`config.mk`:
```
export PLATFORM = sky130hd
export DESIGN_NAME = connection_block_sc_flat
export DESIGN_NICKNAME = d
export VERILOG_FILES = /design/src/rtl/connection_block_sc_if.sv /design/src/rtl/connection_block_sc.sv /design/src/flat_wrapper.sv
export SDC_FILE = /design/constraint.sdc
export NUM_CORES = 1
export LEC_CHECK = 0
export ABC_AREA = 1
export BUFFER_PORTS_ARGS = -buffer_cell sky130_fd_sc_hd__buf_4
export CORE_UTILIZATION = 40
export DETAILED_ROUTE_END_ITERATION = 12
export SETUP_SLACK_MARGIN = 0.4
export SYNTH_ARGS = -nofsm -noshare
export SYNTH_HDL_FRONTEND = slang
export SYNTH_SLANG_ARGS = --single-unit
```
`constraint.sdc`:
```
create_clock -name clk -period 2.7 [get_ports clk]
set_input_delay 0.54 -clock clk [delete_from_list [all_inputs] [get_ports clk]]
set_output_delay 0.54 -clock clk [all_outputs]
set_load 0.02 [all_outputs]
```
`src/rtl/connection_block_sc_if.sv`:
```
// Serial configuration chain bundle for connection_block_sc.
// cfg_parity exists only when CB_PARITY_EN is defined.
interface connection_block_sc_if #(
  parameter int CFG_W = 8
);
  logic [CFG_W-1:0] cfg_in;
  logic             cfg_valid;
  logic             cfg_ready;
  logic [CFG_W-1:0] cfg_out;
  logic             cfg_out_valid;
  logic             cfg_out_ready;
  logic             cset;
  logic             cfg_full;
  logic             cfg_err;
`ifdef CB_PARITY_EN
  logic             cfg_parity;
`endif

  modport slave (
`ifdef CB_PARITY_EN
    input  cfg_parity,
`endif
    input  cfg_in, cfg_valid, cfg_out_ready, cset,
    output cfg_ready, cfg_out, cfg_out_valid, cfg_full, cfg_err
  );

  modport master (
`ifdef CB_PARITY_EN
    output cfg_parity,
`endif
    output cfg_in, cfg_valid, cfg_out_ready, cset,
    input  cfg_ready, cfg_out, cfg_out_valid, cfg_full, cfg_err
  );
endinterface

```
`src/rtl/connection_block_sc.sv`:
```
// Unidirectional connection block with daisy-chained, double-buffered configuration.
// Optional commit parity check enabled by defining CB_PARITY_EN.
//   state     | meaning
//   S_EMPTY   | no fresh words since reset/commit
//   S_FILLING | 1..CONF_WORDS-1 fresh words loaded
//   S_FULL    | shadow holds a complete image; accepts eject the oldest word
module connection_block_sc #(
  parameter int WS         = 8,
  parameter int WD         = 8,
  parameter int WG         = 3,
  parameter int CLBIN      = 6,
  parameter int CLBOUT     = 1,
  parameter int CARRY      = 1,
  parameter int CLBOS      = 2,
  parameter int CLBOD      = 2,
  parameter int CLBOS_BIAS = 0,
  parameter int CLBOD_BIAS = 0,
  parameter int CFG_W      = 8
) (
  input  logic              clk,
  input  logic              rst,
  input  logic [WS-1:0]     single0_in,
  input  logic [WS-1:0]     single1_in,
  output logic [WS-1:0]     single0_out,
  output logic [WS-1:0]     single1_out,
  input  logic [WD-1:0]     double0_in,
  input  logic [WD-1:0]     double1_in,
  output logic [WD-1:0]     double0_out,
  output logic [WD-1:0]     double1_out,
  input  logic [WG-1:0]     global_lines,
  input  logic [CLBOUT-1:0] clb0_output,
  input  logic [CLBOUT-1:0] clb1_output,
  input  logic [CARRY-1:0]  clb0_cout,
  input  logic [CARRY-1:0]  clb1_cout,
  output logic [CLBIN-1:0]  clb0_input,
  output logic [CLBIN-1:0]  clb1_input,
  output logic [CARRY-1:0]  clb0_cin,
  output logic [CARRY-1:0]  clb1_cin,
  connection_block_sc_if.slave cfg
);

  localparam int N_SRC      = 2*(WS+WD) + WG + CLBOUT;
  localparam int SEL_IN     = $clog2(N_SRC);
  localparam int SEL_OUT    = $clog2(2*CLBOUT + 1);
  localparam int SRC_PAD    = 2**SEL_IN;
  localparam int OUT_PAD    = 2**SEL_OUT;
  localparam int CONF_WIDTH = 2*CLBIN*SEL_IN + 2*SEL_OUT*(CLBOS+CLBOD);
  localparam int CONF_WORDS = (CONF_WIDTH + CFG_W - 1) / CFG_W;
  localparam int SH_W       = CONF_WORDS * CFG_W;
  localparam int CNT_W      = $clog2(CONF_WORDS + 1);
  localparam int OB         = 2*CLBIN*SEL_IN;
  localparam logic [CNT_W-1:0] LAST = CNT_W'(CONF_WORDS - 1);

  typedef enum logic [1:0] {S_EMPTY, S_FILLING, S_FULL} state_t;

  state_t                state_q, state_d;
  logic [CNT_W-1:0]      count_q, count_d;
  logic                  err_q, err_d;
  logic [SH_W-1:0]       shadow_q;
  logic [CONF_WIDTH-1:0] active_q;
  logic                  accept, commit, parity_ok;

  assign cfg.cfg_full      = (state_q == S_FULL);
  assign cfg.cfg_ready     = !cfg.cfg_full | cfg.cfg_out_ready;
  assign cfg.cfg_out       = shadow_q[SH_W-1 -: CFG_W];
  assign cfg.cfg_out_valid = cfg.cfg_full & cfg.cfg_valid;
  assign cfg.cfg_err       = err_q;
  assign accept            = cfg.cfg_valid & cfg.cfg_ready;

`ifdef CB_PARITY_EN
  assign parity_ok = ((^shadow_q[CONF_WIDTH-1:0]) == cfg.cfg_parity);
`else
  assign parity_ok = 1'b1;
`endif

  always_ff @(posedge clk) begin
    if (!rst) begin
      state_q <= S_EMPTY;
      count_q <= '0;
      err_q   <= 1'b0;
    end else begin
      state_q <= state_d;
      count_q <= count_d;
      err_q   <= err_d;
    end
  end

  always_comb begin
    state_d = state_q;
    count_d = count_q;
    err_d   = err_q;
    commit  = 1'b0;
    if (cfg.cset) begin
      if (state_q == S_FULL && parity_ok) commit = 1'b1;
      else                                err_d  = 1'b1;
    end
    case (state_q)
      S_EMPTY: begin
        if (accept) begin
          count_d = CNT_W'(1);
          state_d = S_FILLING;
        end
      end
      S_FILLING: begin
        if (accept) begin
          count_d = count_q + 1'b1;
          if (count_q == LAST) state_d = S_FULL;
        end
      end
      S_FULL: begin
        // A word accepted alongside the commit starts the next load.
        if (commit) begin
          count_d = accept ? CNT_W'(1) : '0;
          state_d = accept ? S_FILLING : S_EMPTY;
        end
      end
      default: state_d = S_EMPTY;
    endcase
  end

  always_ff @(posedge clk) begin
    if (!rst) begin
      shadow_q <= '0;
      active_q <= '0;
    end else begin
      if (accept) shadow_q <= {shadow_q[SH_W-CFG_W-1:0], cfg.cfg_in};
      if (commit) active_q <= shadow_q[CONF_WIDTH-1:0];
    end
  end

  logic [SRC_PAD-1:0] src0, src1;
  assign src0 = SRC_PAD'({clb1_output, global_lines, double1_in, double0_in, single1_in, single0_in});
  assign src1 = SRC_PAD'({clb0_output, global_lines, double1_in, double0_in, single1_in, single0_in});

  always_comb begin
    clb0_input = '0;
    clb1_input = '0;
    for (int i = 0; i < CLBIN; i++) begin
      clb0_input[i] = src0[active_q[i*SEL_IN +: SEL_IN]];
      clb1_input[i] = src1[active_q[(CLBIN+i)*SEL_IN +: SEL_IN]];
    end
  end

  function automatic logic omux(input logic [SEL_OUT-1:0] sel, input logic [2*CLBOUT:0] opts);
    logic [OUT_PAD-1:0] padded;
    padded = OUT_PAD'(opts);
    return padded[sel];
  endfunction

  always_comb begin
    single1_out = single0_in;
    single0_out = single1_in;
    double1_out = double0_in;
    double0_out = double1_in;
    for (int k = 0; k < CLBOS; k++) begin
      single1_out[(k + CLBOS_BIAS*CLBOS) % WS] =
        omux(active_q[OB + k*SEL_OUT +: SEL_OUT],
             {clb1_output, clb0_output, single0_in[(k + CLBOS_BIAS*CLBOS) % WS]});
      single0_out[(k + CLBOS_BIAS*CLBOS) % WS] =
        omux(active_q[OB + (CLBOS+k)*SEL_OUT +: SEL_OUT],
             {clb0_output, clb1_output, single1_in[(k + CLBOS_BIAS*CLBOS) % WS]});
    end
    for (int k = 0; k < CLBOD; k++) begin
      double1_out[(k + CLBOD_BIAS*CLBOD) % (WD/2)] =
        omux(active_q[OB + (2*CLBOS+k)*SEL_OUT +: SEL_OUT],
             {clb1_output, clb0_output, double0_in[(k + CLBOD_BIAS*CLBOD) % (WD/2)]});
      double0_out[(k + CLBOD_BIAS*CLBOD) % (WD/2)] =
        omux(active_q[OB + (2*CLBOS+CLBOD+k)*SEL_OUT +: SEL_OUT],
             {clb0_output, clb1_output, double1_in[(k + CLBOD_BIAS*CLBOD) % (WD/2)]});
    end
  end

  assign clb1_cin = clb0_cout;
  assign clb0_cin = clb1_cout;

endmodule

```
`src/flat_wrapper.sv`:
```
// flat-port wrapper written by rule: the top's interface ports become plain ports
module connection_block_sc_flat 
#(
  parameter int WS         = 8,
  parameter int WD         = 8,
  parameter int WG         = 3,
  parameter int CLBIN      = 6,
  parameter int CLBOUT     = 1,
  parameter int CARRY      = 1,
  parameter int CLBOS      = 2,
  parameter int CLBOD      = 2,
  parameter int CLBOS_BIAS = 0,
  parameter int CLBOD_BIAS = 0,
  parameter int CFG_W      = 8
)
  (clk, rst, single0_in, single1_in, single0_out, single1_out, double0_in, double1_in, double0_out, double1_out, global_lines, clb0_output, clb1_output, clb0_cout, clb1_cout, clb0_input, clb1_input, clb0_cin, clb1_cin, cfg_cfg_in, cfg_cfg_valid, cfg_cfg_out_ready, cfg_cset, cfg_cfg_ready, cfg_cfg_out, cfg_cfg_out_valid, cfg_cfg_full, cfg_cfg_err);
  connection_block_sc_if #(.CFG_W(CFG_W)) cfg_i ();
  input  logic clk;
  input  logic rst;
  input  logic [WS-1:0] single0_in;
  input  logic [WS-1:0] single1_in;
  output logic [WS-1:0] single0_out;
  output logic [WS-1:0] single1_out;
  input  logic [WD-1:0] double0_in;
  input  logic [WD-1:0] double1_in;
  output logic [WD-1:0] double0_out;
  output logic [WD-1:0] double1_out;
  input  logic [WG-1:0] global_lines;
  input  logic [CLBOUT-1:0] clb0_output;
  input  logic [CLBOUT-1:0] clb1_output;
  input  logic [CARRY-1:0] clb0_cout;
  input  logic [CARRY-1:0] clb1_cout;
  output logic [CLBIN-1:0] clb0_input;
  output logic [CLBIN-1:0] clb1_input;
  output logic [CARRY-1:0] clb0_cin;
  output logic [CARRY-1:0] clb1_cin;
  input wire logic [$bits(cfg_i.cfg_in)-1:0] cfg_cfg_in;
  input wire logic [$bits(cfg_i.cfg_valid)-1:0] cfg_cfg_valid;
  input wire logic [$bits(cfg_i.cfg_out_ready)-1:0] cfg_cfg_out_ready;
  input wire logic [$bits(cfg_i.cset)-1:0] cfg_cset;
  output wire logic [$bits(cfg_i.cfg_ready)-1:0] cfg_cfg_ready;
  output wire logic [$bits(cfg_i.cfg_out)-1:0] cfg_cfg_out;
  output wire logic [$bits(cfg_i.cfg_out_valid)-1:0] cfg_cfg_out_valid;
  output wire logic [$bits(cfg_i.cfg_full)-1:0] cfg_cfg_full;
  output wire logic [$bits(cfg_i.cfg_err)-1:0] cfg_cfg_err;
  assign cfg_i.cfg_in = cfg_cfg_in;
  assign cfg_i.cfg_valid = cfg_cfg_valid;
  assign cfg_i.cfg_out_ready = cfg_cfg_out_ready;
  assign cfg_i.cset = cfg_cset;
  assign cfg_cfg_ready = cfg_i.cfg_ready;
  assign cfg_cfg_out = cfg_i.cfg_out;
  assign cfg_cfg_out_valid = cfg_i.cfg_out_valid;
  assign cfg_cfg_full = cfg_i.cfg_full;
  assign cfg_cfg_err = cfg_i.cfg_err;
  connection_block_sc #(.WS(WS), .WD(WD), .WG(WG), .CLBIN(CLBIN), .CLBOUT(CLBOUT), .CARRY(CARRY), .CLBOS(CLBOS), .CLBOD(CLBOD), .CLBOS_BIAS(CLBOS_BIAS), .CLBOD_BIAS(CLBOD_BIAS), .CFG_W(CFG_W)) u_core (.clk(clk), .rst(rst), .single0_in(single0_in), .single1_in(single1_in), .single0_out(single0_out), .single1_out(single1_out), .double0_in(double0_in), .double1_in(double1_in), .double0_out(double0_out), .double1_out(double1_out), .global_lines(global_lines), .clb0_output(clb0_output), .clb1_output(clb1_output), .clb0_cout(clb0_cout), .clb1_cout(clb1_cout), .clb0_input(clb0_input), .clb1_input(clb1_input), .clb0_cin(clb0_cin), .clb1_cin(clb1_cin), .cfg(cfg_i));
endmodule
```
==> results by group <==
Route
  – DRT Pass-1 Iters: 6
  – 1st-iter DRT viols: 1425
  – Vias after detailed routing: 13000
  – Post-route DRC: 0
  – Total wire length: 43080 um
  – Wire per inst: 18.67 um
  – Routed vias/inst: 5.631
  – Post-DRT Antenna Nets: 0

GRT
  – Total Routing Usage GR: 29.30%
  – Global route hottest layer: met2
  – First-pass GRT wire length: 65780 um
  – GR Layer Usage met3: 4.487%
  – Antenna violations before repair: 0
  – Number of global-route vias before repair: 11500
  – M1 GR Usage: 40.56%
  – Met2 usage: 44.84%
  – Pin count of the biggest net entering global routing: 149
  – Global-route congestion overflow total: 0

Worst setup path
  – Worst Path Buf+Inv: 3
  – Reg-to-reg endpoint: u_core.shadow_q[66]
  – Reg-to-reg startpoint: u_core.state_q[0]
  – Data required time of the worst path: 2.16 ns
  – Stages on the worst setup path: 10
  – CP Max Fanout: 6
  – Critical-path cell list: buf_12, buf_6, nand2_1, nand3_1, a21oi_1, nor2_1, nand2_1, nand3_1, nand2_2, buf_6
  – Crit. End Element: output port
  – Worst Path Arrival: 1.82 ns
  – Worst Setup SP: u_core.active_q[12]
  – Setup crit end: clb0_input[2]
  – Crit Path Class: reg -> out
  – Largest stage delay, worst path: 0.37 ns
  – R2R Setup Slk: 0.64 ns
  – Crit-path leading delay family: simple AND/OR/NAND/NOR gates
  – Reg2Reg Depth: 7
  – Critical-path top delay cell: dfxtp_4
  – Critical Path Start Type: flip-flop

Timing
  – Tcrit/Tclk final: 87.55%
  – Post-Route Setup TNS: 0 ns
  – Fin worst setup slack: 0.3362 ns
  – Slew @ Worst Pin: 0.7613 ns
  – Crit path time final: 2.364 ns
  – Worst rel slew slack: 49.17%
  – Min Hold Slack: 0.3350 ns
  – Count of final setup violators: 0
  – Final Hold Fails: 0
  – Fin. max-slew vios: 0
  – Layout Skew: 0.01662 ns
  – FMAX: 0.4230 GHz
  – RSZ-0062 raised after global routing: true

Yosys
  – Post-Syn Area: 0.01147 mm^2
  – Syn Area/Cell: 6.090 um^2
  – Register bit total from synthesis: 183
  – Largest family of logic cells by synthesized area: simple AND/OR/NAND/NOR gates
  – Synth area leaders: dfxtp_1 32%, nand2_1 14%, nand3_1 13%
  – Top cell type's share of synthesized area: 31.95%
  – Number of synthesis warnings: 0
  – Distinct cell type count after synthesis: 31
  – Synth Area in Simple Gates: 38.85%
  – Mapped Nets: 1943
  – Sequential share of the synthesized area: 31.95%
  – Compound-Gate Fraction of Synth Area: 15.47%
  – Post-synth top area cell: dfxtp_1
  – Xor and xnor area share after synthesis: 0.07638%
  – Adder-cell share of the synthesized area: 0.8729%
  – Post-synthesis mux area share: 0%
  – Cell count after synthesis: 1883

Die
  – Top Ports: 110
  – Num rows: 61
  – Initial Util: 40.94%
  – Area of the core: 0.02801 mm^2
  – Die ar.: 0.02935 mm^2
  – Die Y-Extent: 171.3 um
  – Width of the die: 171.3 um

Final layout
  – Layout cells sized above 1: 19.02%
  – Nets@finish: 1978
  – Final Non-Filler Cells: 2308
  – Post-route cell area: 0.01382 mm^2
  – # diodes: 0
  – Layout Utilization: 49.33%
  – Fill cells: 2954
  – Area grow syn2layout: 20.49%

Worst hold path
  – Worst hold path cell count: 3
  – Worst Hold Class: in -> reg

Placement
  – Pre-CTS setup slack: 0.4400 ns
  – I/O Buffers: 105
  – Placed instance area: 0.01218 mm^2
  – Dpl cells: 2242
  – GPL Wtd Cong: 0.9223
  – Final HPWL DP: 26370 um

CTS
  – Num CTS Buffers: 17
  – Total clock sinks: 183
  – Reg clk slew, reported paths: 0.09 ns
  – CTS H-tree lvls: 4
  – Root buffer cell: clkbuf_16
  – CTS tree: built
  – CTS Hold Buffers Added: 0
  – Worst-skew pair later-pin latency: 0.45 ns
  – Clock Path Buffers: 2

Power
  – Static leakage: 6.015 nW
  – VDD IR-drop max: 0.0008387 V
  – Power consumption: 11.97 mW
  – PD cells: 866.1 mW/mm^2

Run status
  – Status: finished clean

Run
  – Maxcap violations: 0
==> worst min path at each step <==
stage / endpoint / startpoint / slack (ns)
floorplan: u_core.active_q[11] / u_core.active_q[11] / 0.44
global placement: u_core.cfg.cfg_err / u_core.cfg.cfg_err / 0.45
detailed placement: u_core.cfg.cfg_err / u_core.cfg.cfg_err / 0.46
CTS: u_core.shadow_q[2] / cfg_cfg_in[2] / 0.32
global route: u_core.shadow_q[7] / cfg_cfg_in[7] / 0.35
finish: u_core.shadow_q[2] / cfg_cfg_in[2] / 0.33
==> area by class of cell <==
type	count	area, um^2	area share [%]
multi-input combinational	1415	6701	48.50
clock buffer	17	425.4	3.079
tap	378	473.0	3.423
sequential	183	3712	26.87
timing repair buffer	187	1779	12.88
clock inverter	14	182.7	1.322
inverter	112	525.5	3.803
timing repair inverter	2	17.52	0.1268
==> Yosys cell counts <==
| cell | count |
|---|---|
| nor2_1 | 312 |
| dfxtp_1 | 183 |
| nor3_1 | 10 |
| buf_1 | 1 |
| nand2_2 | 1 |
| buf_2 | 74 |
| a21oi_1 | 86 |
| ha_1 | 8 |
| nand2_4 | 1 |
| o211ai_1 | 12 |
| nand4_1 | 13 |
| inv_1 | 85 |
| nor3b_2 | 1 |
| buf_4 | 52 |
| buf_6 | 14 |
| a211oi_1 | 8 |
| clkbuf_2 | 2 |
| nand3_2 | 1 |
| o31ai_1 | 1 |
| o22ai_1 | 12 |
| xor2_1 | 1 |
| or2_1 | 1 |
| o21ai_0 | 193 |
| nand3_1 | 290 |
| o21ai_2 | 2 |
| nand2_1 | 441 |
| o21bai_1 | 1 |
| inv_2 | 27 |
| o21a_1 | 8 |
| o21ai_1 | 12 |
| clkbuf_1 | 30 |
==> cells by family after synthesis <==
logic type      Yosys count
xor+xnor                  1
buf+inv                 285
compound gates          335
fa+ha+maj                 8
flops                   183
simple gates           1071
==> flip-flops by register name, indices dropped and copies added (netlist names) <==
register            count
u_core.state_q          2
u_core.active_q        88
u_core.cfg.cfg_err      1
u_core.shadow_q        88
u_core.count_q          4
==> routing by layer <==
metal | vias to the layer above | wire [um]
met1 | 6071 | 18420
met2 | 615 | 18860
met3 | 120 | 3869
li1 | 6190 | -
met4 | 0 | 1937
met5 | - | 0
==> power by group <==
part,switching (mW),internal (mW),total [mW]
logic,3.37,2.17,5.55
registers,0.631,3.24,3.88
clock network,1.30,1.25,2.55
total,5.30,6.67,12.0
==> layout by cell type, fill, tap and decap left out, types with 4 or more instances in the layout <==
cell type  instances
a211oi_1           8
a21oi_1           74
a21oi_2           12
buf_12            16
buf_2              7
buf_4            129
buf_6             26
clkbuf_16         19
clkinv_8           9
dfxtp_1          158
dfxtp_2           18
dfxtp_4            7
ha_1               8
inv_1             85
inv_2             10
inv_4              6
inv_6              7
inv_8              8
nand2_1          408
nand2_2           31
nand2_4            4
nand3_1          249
nand3_2           41
nand4_1           13
nor2_1           309
nor3_1            10
o211ai_1          12
o21a_1             8
o21ai_0          193
o21ai_1           12
o22ai_1           12
==> worst register-to-register path: stages (launching register included) <==
cell,delay [ns]
dfxtp_1,0.43
inv_1,0.09
ha_1,0.31
nand2_2,0.14
nand2_4,0.22
buf_12,0.27
o21ai_0,0.40
nor2_1,0.07
==> what timing repair did <==
item / CTS / global route
gates cloned: 13 / 5
endpoints found under the setup margin: 12 / 12
pin swaps: 33 / 77
resized for setup: 89 / 118
buffers inserted: 13 / 4
Power figures use the tool's default switching activity.
